--- config.mk ---
export PLATFORM = sky130hd
export DESIGN_NAME = spike_fusion
export DESIGN_NICKNAME = d
export VERILOG_FILES = /design/src/rtl/spike_fusion.sv
export SDC_FILE = /design/constraint.sdc
export NUM_CORES = 1
export LEC_CHECK = 0
export ABC_AREA = 1
export BUFFER_PORTS_ARGS = -buffer_cell sky130_fd_sc_hd__clkbuf_2
export CORE_MARGIN = 2
export CORE_UTILIZATION = 32
export CTS_CLUSTER_DIAMETER = 150
export CTS_CLUSTER_SIZE = 20
export DETAILED_ROUTE_END_ITERATION = 8
export GPL_TIMING_DRIVEN = 0
export SLEW_MARGIN = 10
export SYNTH_ARGS = -nofsm -noshare
export SYNTH_HDL_FRONTEND = slang
export SYNTH_SLANG_ARGS = --single-unit
--- constraint.sdc ---
create_clock -name clk -period 3.8 [get_ports clk]
set_clock_uncertainty 0.15 [all_clocks]
set_input_delay 0 -clock clk [delete_from_list [all_inputs] [get_ports clk]]
set_output_delay 0 -clock clk [all_outputs]
set_load 0.03 [all_outputs]
--- src/rtl/spike_fusion.sv ---
// spike_fusion: k-of-N coincidence fusion of per-sample detector flags.
// Each enabled detector hit is stretched over WIN valid samples. A fused event
// fires when at least vote_k stretched hits overlap. After an event the block
// ignores REFRAC valid samples and counts events in a saturating counter.
// Optional feature: define FUSION_TIMESTAMP_EN to add a free-running sample
// counter and the ts_out port carrying the index of the triggering sample.
module spike_fusion #(
   parameter int N_DET  = 4,
   parameter int WIN    = 8,
   parameter int REFRAC = 32,
   parameter int CNT_W  = 16
`ifdef FUSION_TIMESTAMP_EN
   ,
   parameter int TS_W   = 32
`endif
) (
   input  logic                       clk,
   input  logic                       rst,
   input  logic                       sample_valid,
   input  logic [N_DET-1:0]           det_in,
   input  logic [N_DET-1:0]           det_mask,
   input  logic [$clog2(N_DET+1)-1:0] vote_k,
   output logic                       spike_out,
   output logic [N_DET-1:0]           spike_src,
   output logic                       busy,
   output logic [CNT_W-1:0]           event_count
`ifdef FUSION_TIMESTAMP_EN
   ,
   output logic [TS_W-1:0]            ts_out
`endif
);

   localparam int VW  = $clog2(N_DET + 1);
   localparam int SCW = $clog2(WIN + 1);
   localparam int RCW = $clog2(REFRAC + 1);

   localparam logic StArmed  = 1'b0;
   localparam logic StRefrac = 1'b1;

   logic             state;
   logic [RCW-1:0]   refr_cnt;
   logic [SCW-1:0]   cnt [N_DET];
   logic [N_DET-1:0] act;
   logic [VW-1:0]    votes;
   logic             k_ok;
   logic             trigger;

   // Active vector: fresh enabled hits on this sample plus still-stretched hits.
   always_comb begin
      act   = det_in & det_mask & {N_DET{sample_valid}};
      votes = '0;
      for (int i = 0; i < N_DET; i++) begin
         if (cnt[i] != '0) act[i] = 1'b1;
      end
      for (int i = 0; i < N_DET; i++) begin
         votes = votes + VW'(act[i]);
      end
   end

   // Trigger decision; vote_k of 0 or above N_DET disables fusion.
   always_comb begin
      k_ok    = (vote_k != '0) && (vote_k <= VW'(N_DET));
      trigger = (state == StArmed) && sample_valid && k_ok && (votes >= vote_k);
   end

   assign busy = (state == StRefrac);

   // Per-detector stretch counters; masking clears even without a valid sample,
   // and the event consumes every pending hit.
   always_ff @(posedge clk) begin
      for (int i = 0; i < N_DET; i++) begin
         if (!rst) begin
            cnt[i] <= '0;
         end else if (!det_mask[i] || (state == StRefrac) || trigger) begin
            cnt[i] <= '0;
         end else if (sample_valid) begin
            if (det_in[i]) begin
               cnt[i] <= SCW'(WIN);
            end else if (cnt[i] != '0) begin
               cnt[i] <= cnt[i] - 1'b1;
            end
         end
      end
   end

   // Armed/refractory FSM with the registered event outputs.
   always_ff @(posedge clk) begin
      if (!rst) begin
         state       <= StArmed;
         refr_cnt    <= '0;
         spike_out   <= 1'b0;
         spike_src   <= '0;
         event_count <= '0;
      end else begin
         spike_out <= trigger;
         case (state)
            StArmed: begin
               if (trigger) begin
                  state     <= StRefrac;
                  refr_cnt  <= RCW'(REFRAC);
                  spike_src <= act;
                  if (event_count != {CNT_W{1'b1}}) begin
                     event_count <= event_count + 1'b1;
                  end
               end
            end
            StRefrac: begin
               if (sample_valid) begin
                  refr_cnt <= refr_cnt - 1'b1;
                  // The sample taking the counter 1->0 is the last one ignored.
                  if (refr_cnt == RCW'(1)) state <= StArmed;
               end
            end
            default: state <= StArmed;
         endcase
      end
   end

`ifdef FUSION_TIMESTAMP_EN
   logic [TS_W-1:0] sample_cnt;

   // Free-running sample index; ts_out captures the index of the trigger sample.
   always_ff @(posedge clk) begin
      if (!rst) begin
         sample_cnt <= '0;
         ts_out     <= '0;
      end else begin
         if (sample_valid) sample_cnt <= sample_cnt + 1'b1;
         if (trigger) ts_out <= sample_cnt;
      end
   end
`endif

endmodule

==> results_dict.tcl, run 1 <==
set metrics [dict create \
    outcome "completed" \
    post_synth_xor_area_fraction_pct 6.19 \
    globalRoute.totalOverflow 0 \
    post-synth-top-area-cell "sky130_fd_sc_hd__dfxtp_1" \
    r2r_cell_count 15 \
    ctsHtreeMaxLevel 2 \
    gpl.final_weighted_congestion 0.815 \
    initial_antenna_violation_count 0 \
    timing.hold.ws_ns 0.0436 \
    slew_violations 0 \
    worst-path-max-fanout 9 \
    hold_depth 3 \
    regToRegStartpoint "cnt[0][0]" \
    placed_cell_area_sq_um 2990 \
    peakVddDrop_mv 0.221 \
    finalWorstPathRequiredPeriod_ns 3.40 \
    synthesis.area_sq_um 2690 \
    grt_first_pass_wirelength_mm 9.78 \
    cellLeakagePower_nw 1.36 \
    async_reset_ff_share_pct 0 \
    synth-simple-area-share_pct 31.1 \
    row_count 33 \
    drt-pass1-iter-count 4 \
    postRouteAntennaNets 0 \
    min_period_over_period_pct 89.5 \
    areaGrowthSynthToFinish_pct 19.1 \
    postRouteWirelength_mm 5.75 \
    core_area_sq_um 8180 \
    remaining_drc_errors 0 \
    timing.critical_path.to_type "register" \
    maxCapViolations 0 \
    synthMuxAreaShare_pct 0 \
    syn_inst 355 \
    postCtsSetupRepairBufs 0 \
    synthFlopType "sky130_fd_sc_hd__dfxtp_1" \
    synth_compound_area_share_pct 8.99 \
    post-place-ws_ns 0.290 \
    synthDistinctLibCells 28 \
    stdcell_count 512 \
    route.detailed.vias_per_inst 4.62 \
    vias 2364 \
    synthAdderAreaFrac_pct 8.19 \
    detail_route.iter0.violations 68 \
    clk_pin_slew_ns 0.10 \
    yosys_warnings 0 \
    rsz0062_at_grt "no" \
    tritoncts "yes" \
    synthesis.area_per_instance_sq_um 7.57 \
    clock_latency_of_the_later_clocked_register_in_the_worst_skew_pair_ns 0.31 \
    p_per_area_nw_per_um2 628 \
    hp_start "det_in[2]" \
    required_ns 3.66 \
    final_hold_viol_count 0 \
    final_report_setup_violation_count 0 \
    critical_path_class "register to register" \
    boundary_pins 36 \
    fin_tns_setup_ns 0 \
    floorplan.initialDensity_pct 32.9 \
    rrSetupSlack_ns 0.40 \
    total_non_filler_cell_area_in_the_finished_layout_sq_um 3200 \
    hold_end "cnt[2][3]" \
    clock_path_buffers 2 \
    insertedDiodeCount 0 \
    critical_path.startpoint_type "register" \
    synth.net_count 386 \
    slew_headroom_pct 51.3 \
    timing_worst_slew_pin_value_ns 0.731 \
    setup_ws_post_layout_ns 0.399 \
    nets 437 \
    floorplan.die.width_um 95.6 \
    timing.fmax_mhz 294 \
    synth_enable_flop_cells 16 \
    numCtsBuffers 5 \
    buffer_ports.inserted 35 \
    place.detailed.instances 495 \
    clk_root_buffer_cell "sky130_fd_sc_hd__clkbuf_8" \
    post_drt_wl_per_cell_um 11.2 \
    min-delay-path-class "input pin to register" \
    worstPathArrival_ns 3.26 \
    pin_count_of_the_biggest_net_entering_global_routing 14 \
    combinational_family_with_the_most_area_after_synthesis "simple AND/OR/NAND/NOR gates" \
    grt_pass1_vias 2193 \
    layout-drive-gt1-share_pct 19.7 \
    yosys.area.top_type_share_pct 20.9 \
    crit-reg2reg-capture "cnt[0][2]" \
    synth.top_cells.by_area "sky130_fd_sc_hd__dfxtp_1, sky130_fd_sc_hd__edfxtp_1, sky130_fd_sc_hd__nand2_1, sky130_fd_sc_hd__ha_1, sky130_fd_sc_hd__nor2_1" \
    grt.total_usage_pct 13.7 \
    dpl.hpwl_mm 4.35 \
    clock_sinks 44 \
    die_ar_sq_um 9150 \
    seq_area_frac_synth_pct 38.7 \
    yosys_register_bits 44 \
    floorplan.die.height_um 95.6 \
]
==> cell type report <==
type | instances | area, sq um
Inverter | 37 | 139
Sequential cell | 44 | 1040
Tap cell | 105 | 131
Clock inverter | 2 | 35.0
Fill cell | 862 | 4970
Clock buffer | 6 | 72.6
Timing Repair Buffer | 44 | 265
Buffer | 6 | 45.0
Multi-Input combinational cell | 268 | 1470
==> worst max-delay path by stage <==
stage / startpoint / endpoint
after CTS: cnt[3][0] / cnt[2][3]
after detailed placement: cnt[3][0] / cnt[2][2]
after global routing: cnt[3][0] / cnt[2][3]
final: cnt[0][0] / cnt[0][2]
after floorplan: cnt[0][0] / cnt[0][0]
after global placement: cnt[3][0] / cnt[2][0]
==> worst max-delay path, cell delays in order, from the launching register on <==
cell and delay (ns):
sky130_fd_sc_hd__edfxtp_1 0.38, sky130_fd_sc_hd__inv_1 0.07, sky130_fd_sc_hd__ha_1 0.20, sky130_fd_sc_hd__nand2_1 0.10, sky130_fd_sc_hd__a21oi_2 0.06, sky130_fd_sc_hd__fa_1 0.53, sky130_fd_sc_hd__inv_1 0.04, sky130_fd_sc_hd__ha_1 0.18
sky130_fd_sc_hd__ha_1 0.28, sky130_fd_sc_hd__ha_1 0.27, sky130_fd_sc_hd__nand2_1 0.06, sky130_fd_sc_hd__inv_1 0.04, sky130_fd_sc_hd__a21oi_1 0.21, sky130_fd_sc_hd__nor2_4 0.12, sky130_fd_sc_hd__nor2_1 0.19, sky130_fd_sc_hd__nand3_1 0.22
==> kinds of logic after synthesis <==
group / Yosys count
and+or+nand+nor: 192
DFF: 44
buffers and inverters: 43
AOI/OAI and AO/OA: 40
xor gates and xnor gates: 19
adders and majority gates: 17
==> synth_stat cells (2+ instances only) <==
cell                       count
sky130_fd_sc_hd__a21oi_1      14
sky130_fd_sc_hd__a21oi_2      10
sky130_fd_sc_hd__a31oi_1       2
sky130_fd_sc_hd__buf_2         3
sky130_fd_sc_hd__clkbuf_1      2
sky130_fd_sc_hd__dfxtp_1      28
sky130_fd_sc_hd__edfxtp_1     16
sky130_fd_sc_hd__ha_1         16
sky130_fd_sc_hd__inv_1        32
sky130_fd_sc_hd__inv_2         5
sky130_fd_sc_hd__nand2_1      88
sky130_fd_sc_hd__nand2_2      11
sky130_fd_sc_hd__nand3_1      23
sky130_fd_sc_hd__nand4_1       6
sky130_fd_sc_hd__nor2_1       52
sky130_fd_sc_hd__nor2_4        3
sky130_fd_sc_hd__nor3_1        5
sky130_fd_sc_hd__o21ai_0      11
sky130_fd_sc_hd__o21ai_1       2
sky130_fd_sc_hd__xnor2_1      12
sky130_fd_sc_hd__xor2_1        7
==> where the power goes <==
group	leakage (nW)	switching [mW]	total, mW	internal, mW
sequential	0.411	0.0628	0.655	0.593
combinational	0.889	0.613	0.987	0.374
clock	0.0552	0.173	0.368	0.196
total	1.36	0.849	2.01	1.16
==> per-stage QoR <==
| step | util, % | power, mW |
|---|---|---|
| 2_1_floorplan | - | 1.42 |
| 3_5_place_dp | 36.6 | 1.65 |
| 6_report | 39.2 | 2.01 |
| 5_1_grt | 39.2 | 2.22 |
| 3_3_place_gp | 36.6 | 1.62 |
| 4_1_cts | 39.0 | 2.03 |
==> cells in the final DEF (no fill, tap or decap), drive strengths merged, types with 9 or more instances in the layout <==
cell	n
nand2	100
edfxtp	16
inv	37
nor2	56
clkbuf	44
dlygate4sd3	9
o21ai	13
xnor2	12
a21oi	24
ha	16
dfxtp	28
nand3	23
==> registers in the layout, indices dropped and copies added, names as in the netlist <==
| name | count |
|---|---|
| cnt | 16 |
| event_count | 16 |
| refr_cnt | 6 |
| spike_src | 4 |
| busy | 1 |
| spike_out | 1 |
==> metal layers <==
layer	up-vias	GRT usage [%]	part of all wire, %
li1	1242	-	-
met1	1066	16.8	49
met2	48	23.6	46
met3	8	2.69	4.1
met5	-	0	0
met4	0	4.76	1.3
==> repair_timing <==
item | CTS | global route
endpoints found under the setup margin | 0 | 4
hold endpoints to repair | 18 | 0
hold buffers | 9 | 0
gates resized for setup | 0 | 3
Note: power is estimated with default switching activity, not from simulation.
==> run 2: changes to the inputs <==
--- a/config.mk
+++ b/config.mk
@@ -5,7 +5,6 @@
 export SDC_FILE = /design/constraint.sdc
 export NUM_CORES = 1
 export LEC_CHECK = 0
-export ABC_AREA = 1
 export BUFFER_PORTS_ARGS = -buffer_cell sky130_fd_sc_hd__clkbuf_2
 export CORE_MARGIN = 2
 export CORE_UTILIZATION = 32
@@ -17,3 +16,4 @@
 export SYNTH_ARGS = -nofsm -noshare
 export SYNTH_HDL_FRONTEND = slang
 export SYNTH_SLANG_ARGS = --single-unit
+export TNS_END_PERCENT = 20
==> run 2 against run 1 <==
Net effect:
- non-clock buffer count grew 1
- power shrank 2.6%
- cell count shrank 17%
- die area shrank 6.8%
- design area shrank 5.4%
- core utilization grew 0.46 points
- worst setup slack lost 0.12 ns
- sequential share of layout area grew 1.8 points
- critical path type unchanged
- largest power group unchanged
==> results_dict.tcl, run 2 <==
set metrics [dict create \
    outcome "completed" \
    floorplan.initialDensity_pct 32.7 \
    ctsHtreeMaxLevel 2 \
    gpl.final_weighted_congestion 0.762 \
    slew_headroom_pct 63.3 \
    postRouteWirelength_mm 5.66 \
    detail_route.iter0.violations 66 \
    post-synth-top-area-cell "sky130_fd_sc_hd__dfxtp_1" \
    synth_commonest_cells "sky130_fd_sc_hd__nor2_1, sky130_fd_sc_hd__dfxtp_1, sky130_fd_sc_hd__inv_1" \
    synthesis.area_per_instance_sq_um 9.22 \
    place.detailed.instances 407 \
    post-layout-total-power_mw 1.96 \
    min_period_over_period_pct 92.7 \
    seq_area_frac_synth_pct 41.7 \
    timing_worst_slew_pin_value_ns 0.550 \
    synth_enable_flop_cells 16 \
    floorplan.die.width_um 92.3 \
    clock_path_buffers 2 \
    slowest_delay_ns 0.45 \
    critical_path.startpoint_type "register" \
    clk_root_buffer_cell "sky130_fd_sc_hd__clkbuf_8" \
    timing.hold.ws_ns 0.136 \
    postRouteAntennaNets 0 \
    synth.net_count 302 \
    insertedDiodeCount 0 \
    numCtsBuffers 5 \
    yosys_warnings 0 \
    die_ar_sq_um 8530 \
    boundary_pins 36 \
    cp_cell_sequence "inv_1, ha_1, nand2_1, a31oi_2, fa_1, inv_1, ha_1, ha_1, ha_1, nand2_1, o21a_1, nor2_2, a21oi_4, nand3_1" \
    syn_inst 271 \
    grt_pass1_vias 2021 \
    tritoncts "yes" \
    post_synth_xor_area_fraction_pct 3.51 \
    yosys.area.top_type_share_pct 22.4 \
    power.switching_mw 0.822 \
    synthDistinctLibCells 49 \
    layout-drive-gt1-share_pct 19.3 \
    biggestRegsByFlops "cnt x16, event_count x16, refr_cnt x6" \
    synth_compound_area_share_pct 14.4 \
    drt-pass1-iter-count 4 \
    power_frac_clock_pct 15.8 \
    grt.total_usage_pct 13.6 \
    pin_count_of_the_biggest_net_entering_global_routing 14 \
    cellLeakagePower_nw 1.20 \
    synthAdderAreaFrac_pct 8.82 \
    vias 2159 \
    worstPathArrival_ns 3.38 \
    row_count 32 \
    worst-path-max-fanout 6 \
    final_report_setup_violation_count 0 \
    seqPwrFrac_pct 33.5 \
    pwr-share-comb_pct 50.7 \
    clock_sinks 44 \
    mostFrequentLayoutCells "sky130_fd_sc_hd__clkbuf_2, sky130_fd_sc_hd__nor2_1, sky130_fd_sc_hd__dfxtp_1" \
    cp_common_cell "sky130_fd_sc_hd__ha_1" \
    yosys_register_bits 44 \
    initial_antenna_violation_count 0 \
    synth-simple-area-share_pct 26.0 \
    finalWorstPathRequiredPeriod_ns 3.52 \
    route.detailed.vias_per_inst 5.09 \
    placed_cell_area_sq_um 2800 \
    final_hold_viol_count 0 \
    buffer_ports.inserted 34 \
    postCtsSetupRepairBufs 0 \
    areaGrowthSynthToFinish_pct 21.3 \
    combinational_family_with_the_most_area_after_synthesis "simple AND/OR/NAND/NOR gates" \
    core_area_sq_um 7650 \
    synthFlopType "sky130_fd_sc_hd__dfxtp_1" \
    globalRoute.totalOverflow 0 \
    nets 352 \
    clk_pin_slew_ns 0.09 \
    layout_commonest_cell "sky130_fd_sc_hd__clkbuf_2" \
    total_non_filler_cell_area_in_the_finished_layout_sq_um 3030 \
    yosysMostFrequentCell "sky130_fd_sc_hd__nor2_1" \
    synth.top_cells.by_area "sky130_fd_sc_hd__dfxtp_1, sky130_fd_sc_hd__edfxtp_1, sky130_fd_sc_hd__ha_1, sky130_fd_sc_hd__nor2_1, sky130_fd_sc_hd__a21oi_1" \
    synthesis.area_sq_um 2500 \
    p_per_area_nw_per_um2 646 \
    grt_first_pass_wirelength_mm 9.35 \
    maxCapViolations 0 \
    synthMuxAreaShare_pct 0.802 \
    utilization_pct 39.6 \
    floorplan.die.height_um 92.3 \
    internal_power_mw 1.14 \
    stdcell_count 424 \
    timing.critical_path.to_type "register" \
    post_drt_wl_per_cell_um 13.3 \
    peakVddDrop_mv 0.266 \
    clock_latency_of_the_later_clocked_register_in_the_worst_skew_pair_ns 0.30 \
    critical-path-slowest-cell "sky130_fd_sc_hd__fa_1" \
    switching_share_pct 41.9 \
    remaining_drc_errors 0 \
    critical_path_class "register to register" \
    async_reset_ff_share_pct 0 \
    dpl.hpwl_mm 4.18 \
    timing.fmax_mhz 284 \
    min-delay-path-class "input pin to register" \
    required_ns 3.66 \
    slew_violations 0 \
]
==> run 2: changes by cell type after synthesis, moves of 5 or more <==
| cell | previous run | this run |
|---|---|---|
| sky130_fd_sc_hd__nand2_1 | 88 | 16 |
| sky130_fd_sc_hd__nor2_1 | 52 | 32 |
| sky130_fd_sc_hd__inv_1 | 32 | 19 |
| sky130_fd_sc_hd__a21oi_2 | 10 | 0 |
| sky130_fd_sc_hd__nand2_2 | 11 | 1 |
| sky130_fd_sc_hd__or3_1 | 0 | 10 |
| sky130_fd_sc_hd__nand3_1 | 23 | 16 |
| sky130_fd_sc_hd__or4_1 | 0 | 6 |
| sky130_fd_sc_hd__xnor2_1 | 12 | 6 |
| sky130_fd_sc_hd__inv_2 | 5 | 0 |
| sky130_fd_sc_hd__o21ai_0 | 11 | 6 |
| sky130_fd_sc_hd__o31ai_1 | 0 | 5 |
==> run 2: routing by layer <==
layer	up-vias	wire, um	track usage, %
li1	1093	-	-
met1	1015	2680	17.5
met2	41	2650	22.6
met3	10	239	3.01
met4	0	87	4.23
met5	-	0	0
==> run 2: worst max-delay path, delay by kind of cell (launching register included) <==
| kind | cells | cell delay [ns] |
|---|---|---|
| DFF | 1 | 0.42 |
| adders and majority gates | 5 | 1.26 |
| AOI/OAI and AO/OA | 3 | 0.58 |
| and+or+nand+nor | 4 | 0.64 |
| buffers and inverters | 2 | 0.18 |
==> run 2: cells by family (layout without fill, tap and decap cells) <==
logic type / after synthesis / in the layout
fa+ha+maj: 17 / 17
buf+inv: 27 / 78
compound gates: 54 / 54
simple gates: 117 / 117
flops: 44 / 44
xor+xnor: 10 / 10
mux: 2 / 2
==> run 2: what timing repair did <==
item | 4_1_cts | 5_1_grt
hold endpoints to repair | 20 | 0
endpoints found under the setup margin | 12 | 24
resized for setup | 1 | 8
gates cloned | 0 | 0
hold buffers | 10 | 0
pin swaps | 0 | 1
==> run 2: metrics by stage <==
| stage | worst slack (ns) | setup TNS [ns] |
|---|---|---|
| after floorplan | 0.404 | 0 |
| final | 0.276 | 0 |
| after global placement | -0.303 | -3.98 |
| after CTS | 0.0714 | 0 |
| after detailed placement | -0.406 | -5.96 |
| after global routing | -0.00500 | -0.00500 |
==> run 2: layout make-up <==
class / count / area, sq um
fillers: 768 / 4620
multi-input cells: 200 / 1380
flip-flops and latches: 44 / 1040
repair buffers: 44 / 270
well taps: 102 / 128
clock buffers: 6 / 82.6
inverters: 19 / 71.3
plain buffers: 7 / 45.0
clock inverters: 2 / 10.0
==> run 2: final timing paths <==
check	from	end	slack [ns]	cells past startpoint
worst max-delay path	cnt[1][0]	cnt[1][0]	0.28	14
worst min-delay path	sample_valid	refr_cnt[2]	0.14	4
worst max register to register	cnt[1][0]	cnt[1][0]	0.28	14
worst min register to register	refr_cnt[0]	refr_cnt[0]	0.36	2
==> run 2: power groups by stage <==
stage / clock, mW / combinational, mW / sequential (mW)
floorplan: 0 / 0.714 / 0.683
global placement: 0 / 0.923 / 0.663
detailed placement: 0 / 0.941 / 0.667
CTS: 0.322 / 0.959 / 0.655
global route: 0.338 / 1.13 / 0.667
finish: 0.310 / 0.994 / 0.655
==> run 3: changes to the inputs <==
--- a/config.mk
+++ b/config.mk
@@ -6,6 +6,7 @@
 export NUM_CORES = 1
 export LEC_CHECK = 0
 export BUFFER_PORTS_ARGS = -buffer_cell sky130_fd_sc_hd__clkbuf_2
+export CORE_ASPECT_RATIO = 1.2
 export CORE_MARGIN = 2
 export CORE_UTILIZATION = 32
 export CTS_CLUSTER_DIAMETER = 150
==> run 3 against run 2 <==
Net effect:
- power rose by 0.81%
- worst setup slack got worse by 0.018 ns
- sequential share of layout area rose by 0.14 points
- sequential power barely moved
- design area fell by 0.41%
- highest routed layer unchanged
==> results_dict.tcl, run 3 (same netlist as run 2, synthesis figures left out) <==
set metrics [dict create \
    r2r_cell_count 15 \
    floorplan.die.width_um 84.6 \
    critical-path-slowest-cell "sky130_fd_sc_hd__fa_1" \
    rrSetupSlack_ns 0.26 \
    worstPathArrival_ns 3.56 \
    critical_path_class "register to register" \
    peakVddDrop_mv 0.338 \
    final_hold_viol_count 0 \
    initial_antenna_violation_count 0 \
    regToRegStartpoint "cnt[0][0]" \
    seqPwrFrac_pct 33.2 \
    required_ns 3.82 \
    wirelength_met1_mm 2.64 \
    final_report_setup_violation_count 0 \
    areaGrowthSynthToFinish_pct 20.8 \
    crit-reg2reg-capture "spike_src[2]" \
    filler_cells_inserted 800 \
    cp_cell_sequence "inv_1, ha_1, nand2_1, a31oi_2, fa_1, inv_1, ha_1, ha_1, ha_1, nand2_1, o21a_1, nor3_2, buf_4, mux2i_1, nor2_1" \
    power.switching_mw 0.844 \
    layout_commonest_cell "sky130_fd_sc_hd__clkbuf_2" \
    gpl.final_weighted_congestion 0.733 \
    grt_pass1_vias 2069 \
    numCtsBuffers 5 \
    drt-pass1-iter-count 4 \
    row_count 35 \
    finalWorstPathRequiredPeriod_ns 3.54 \
    min_period_over_period_pct 93.2 \
    floorplan.initialDensity_pct 32.8 \
    globalRoute.totalOverflow 0 \
    postRouteAntennaNets 0 \
    slowest_delay_ns 0.58 \
    slew_violations 0 \
    mostFrequentLayoutCells "sky130_fd_sc_hd__clkbuf_2, sky130_fd_sc_hd__nor2_1, sky130_fd_sc_hd__dfxtp_1" \
    placed_cell_area_sq_um 2780 \
    multiInputGateArea_sq_um 1400 \
    clock_latency_of_the_later_clocked_register_in_the_worst_skew_pair_ns 0.30 \
    clk_pin_slew_ns 0.08 \
    biggestRegsByFlops "cnt x16, event_count x16, refr_cnt x6" \
    die_ar_sq_um 8530 \
    grt_first_pass_wirelength_mm 9.66 \
    place.detailed.instances 397 \
    setup_ws_post_layout_ns 0.258 \
    pin_count_of_the_biggest_net_entering_global_routing 14 \
    cp_common_cell "sky130_fd_sc_hd__ha_1" \
    remaining_drc_errors 0 \
    critical_path.startpoint_type "register" \
    boundary_pins 36 \
    clock_sinks 44 \
    stdcell_count 414 \
    total_non_filler_cell_area_in_the_finished_layout_sq_um 3020 \
    route.detailed.vias_per_inst 5.17 \
    slew_headroom_pct 63.2 \
    grt.total_usage_pct 13.9 \
    crit_buf_inv 3 \
    maxCapViolations 0 \
    dpl.hpwl_mm 4.27 \
    min-delay-path-class "input pin to register" \
    hp_start "det_in[2]" \
    vias 2139 \
    nets 352 \
    p_per_area_nw_per_um2 654 \
    clock_path_buffers 2 \
    timing.critical_path.to_type "register" \
    timing_worst_slew_pin_value_ns 0.552 \
    hold_end "spike_src[2]" \
    ctsHtreeMaxLevel 2 \
    sequential_cell_area_sq_um 1040 \
    layout-drive-gt1-share_pct 19.9 \
    detail_route.iter0.violations 39 \
    insertedDiodeCount 0 \
    post-place-ws_ns -0.399 \
    internal_power_mw 1.13 \
    floorplan.die.height_um 101 \
    switching_share_pct 42.7 \
    hold_depth 4 \
    timing.fmax_mhz 282 \
    post_drt_wl_per_cell_um 13.8 \
    cellLeakagePower_nw 1.20 \
    met2WireLength_mm 2.85 \
    crit_family "adder cells" \
    met3_length_um 159 \
    rsz0062_at_grt "no" \
    tritoncts "yes" \
    buffer_ports.inserted 34 \
    pwr-share-comb_pct 52.2 \
    postRouteWirelength_mm 5.71 \
    timing.hold.ws_ns 0.0212 \
    clk_root_buffer_cell "sky130_fd_sc_hd__clkbuf_8" \
    worst-path-max-fanout 10 \
    power_frac_clock_pct 14.6 \
    core_area_sq_um 7620 \
    top_layer_used "met4" \
    outcome "completed" \
]
run 3: power by group through the flow:
stage	logic [mW]	clock network, mW	registers, mW
CTS	0.978	0.297	0.658
finish	1.03	0.289	0.656
global route	1.17	0.314	0.672
floorplan	0.714	0	0.683
detailed placement	0.957	0	0.669
global placement	0.926	0	0.663
run 3: how the worst max path moves through the flow:
stage,start,endpoint,depth (start not counted)
2_1_floorplan,cnt[0][0],cnt[0][0],14
3_3_place_gp,sample_valid,cnt[2][0],14
3_5_place_dp,sample_valid,cnt[2][2],14
4_1_cts,cnt[0][0],cnt[2][2],14
5_1_grt,cnt[3][1],spike_src[2],15
6_report,cnt[0][0],spike_src[2],15
run 3: worst reg2reg max path: cells and delay by family, from the launching register on:
| family | cells | cell delay (ns) |
|---|---|---|
| DFF | 1 | 0.38 |
| and+or+nand+nor | 4 | 0.53 |
| buffers and inverters | 3 | 0.34 |
| muxes | 1 | 0.20 |
| AOI/OAI and AO/OA | 2 | 0.30 |
| adders and majority gates | 5 | 1.53 |
run 3: stage by stage:
step / util (%) / total power [mW] / setup TNS (ns)
detailed placement: 36.5 / 1.63 / -5.91
CTS: 38.8 / 1.93 / 0
global placement: 36.5 / 1.59 / -4.67
global route: 39.6 / 2.16 / 0
floorplan: - / 1.40 / 0
finish: 39.6 / 1.97 / 0
run 3: area by class of cell:
type	instances	share of cell area [%]
flip-flops and latches	44	34.5
multi-input cells	200	46.3
plain buffers	8	1.66
inverters	19	2.36
repair buffers	43	8.62
clock buffers	5	2.28
well taps	92	3.81
clock inverters	3	0.456
run 3: layer usage:
layer / global-route usage, % / vias to the layer above
met4: 3.79 / 0
li1: - / 1093
met2: 24.7 / 39
met3: 2.54 / 6
met5: 0 / -
met1: 17.2 / 1001
run 3: repair_timing:
item,in CTS,in global routing
gates cloned,0,0
endpoints found under the setup margin,12,26
hold buffers,9,0
hold endpoints to repair,15,0
resized for setup,1,13
setup buffers,0,0
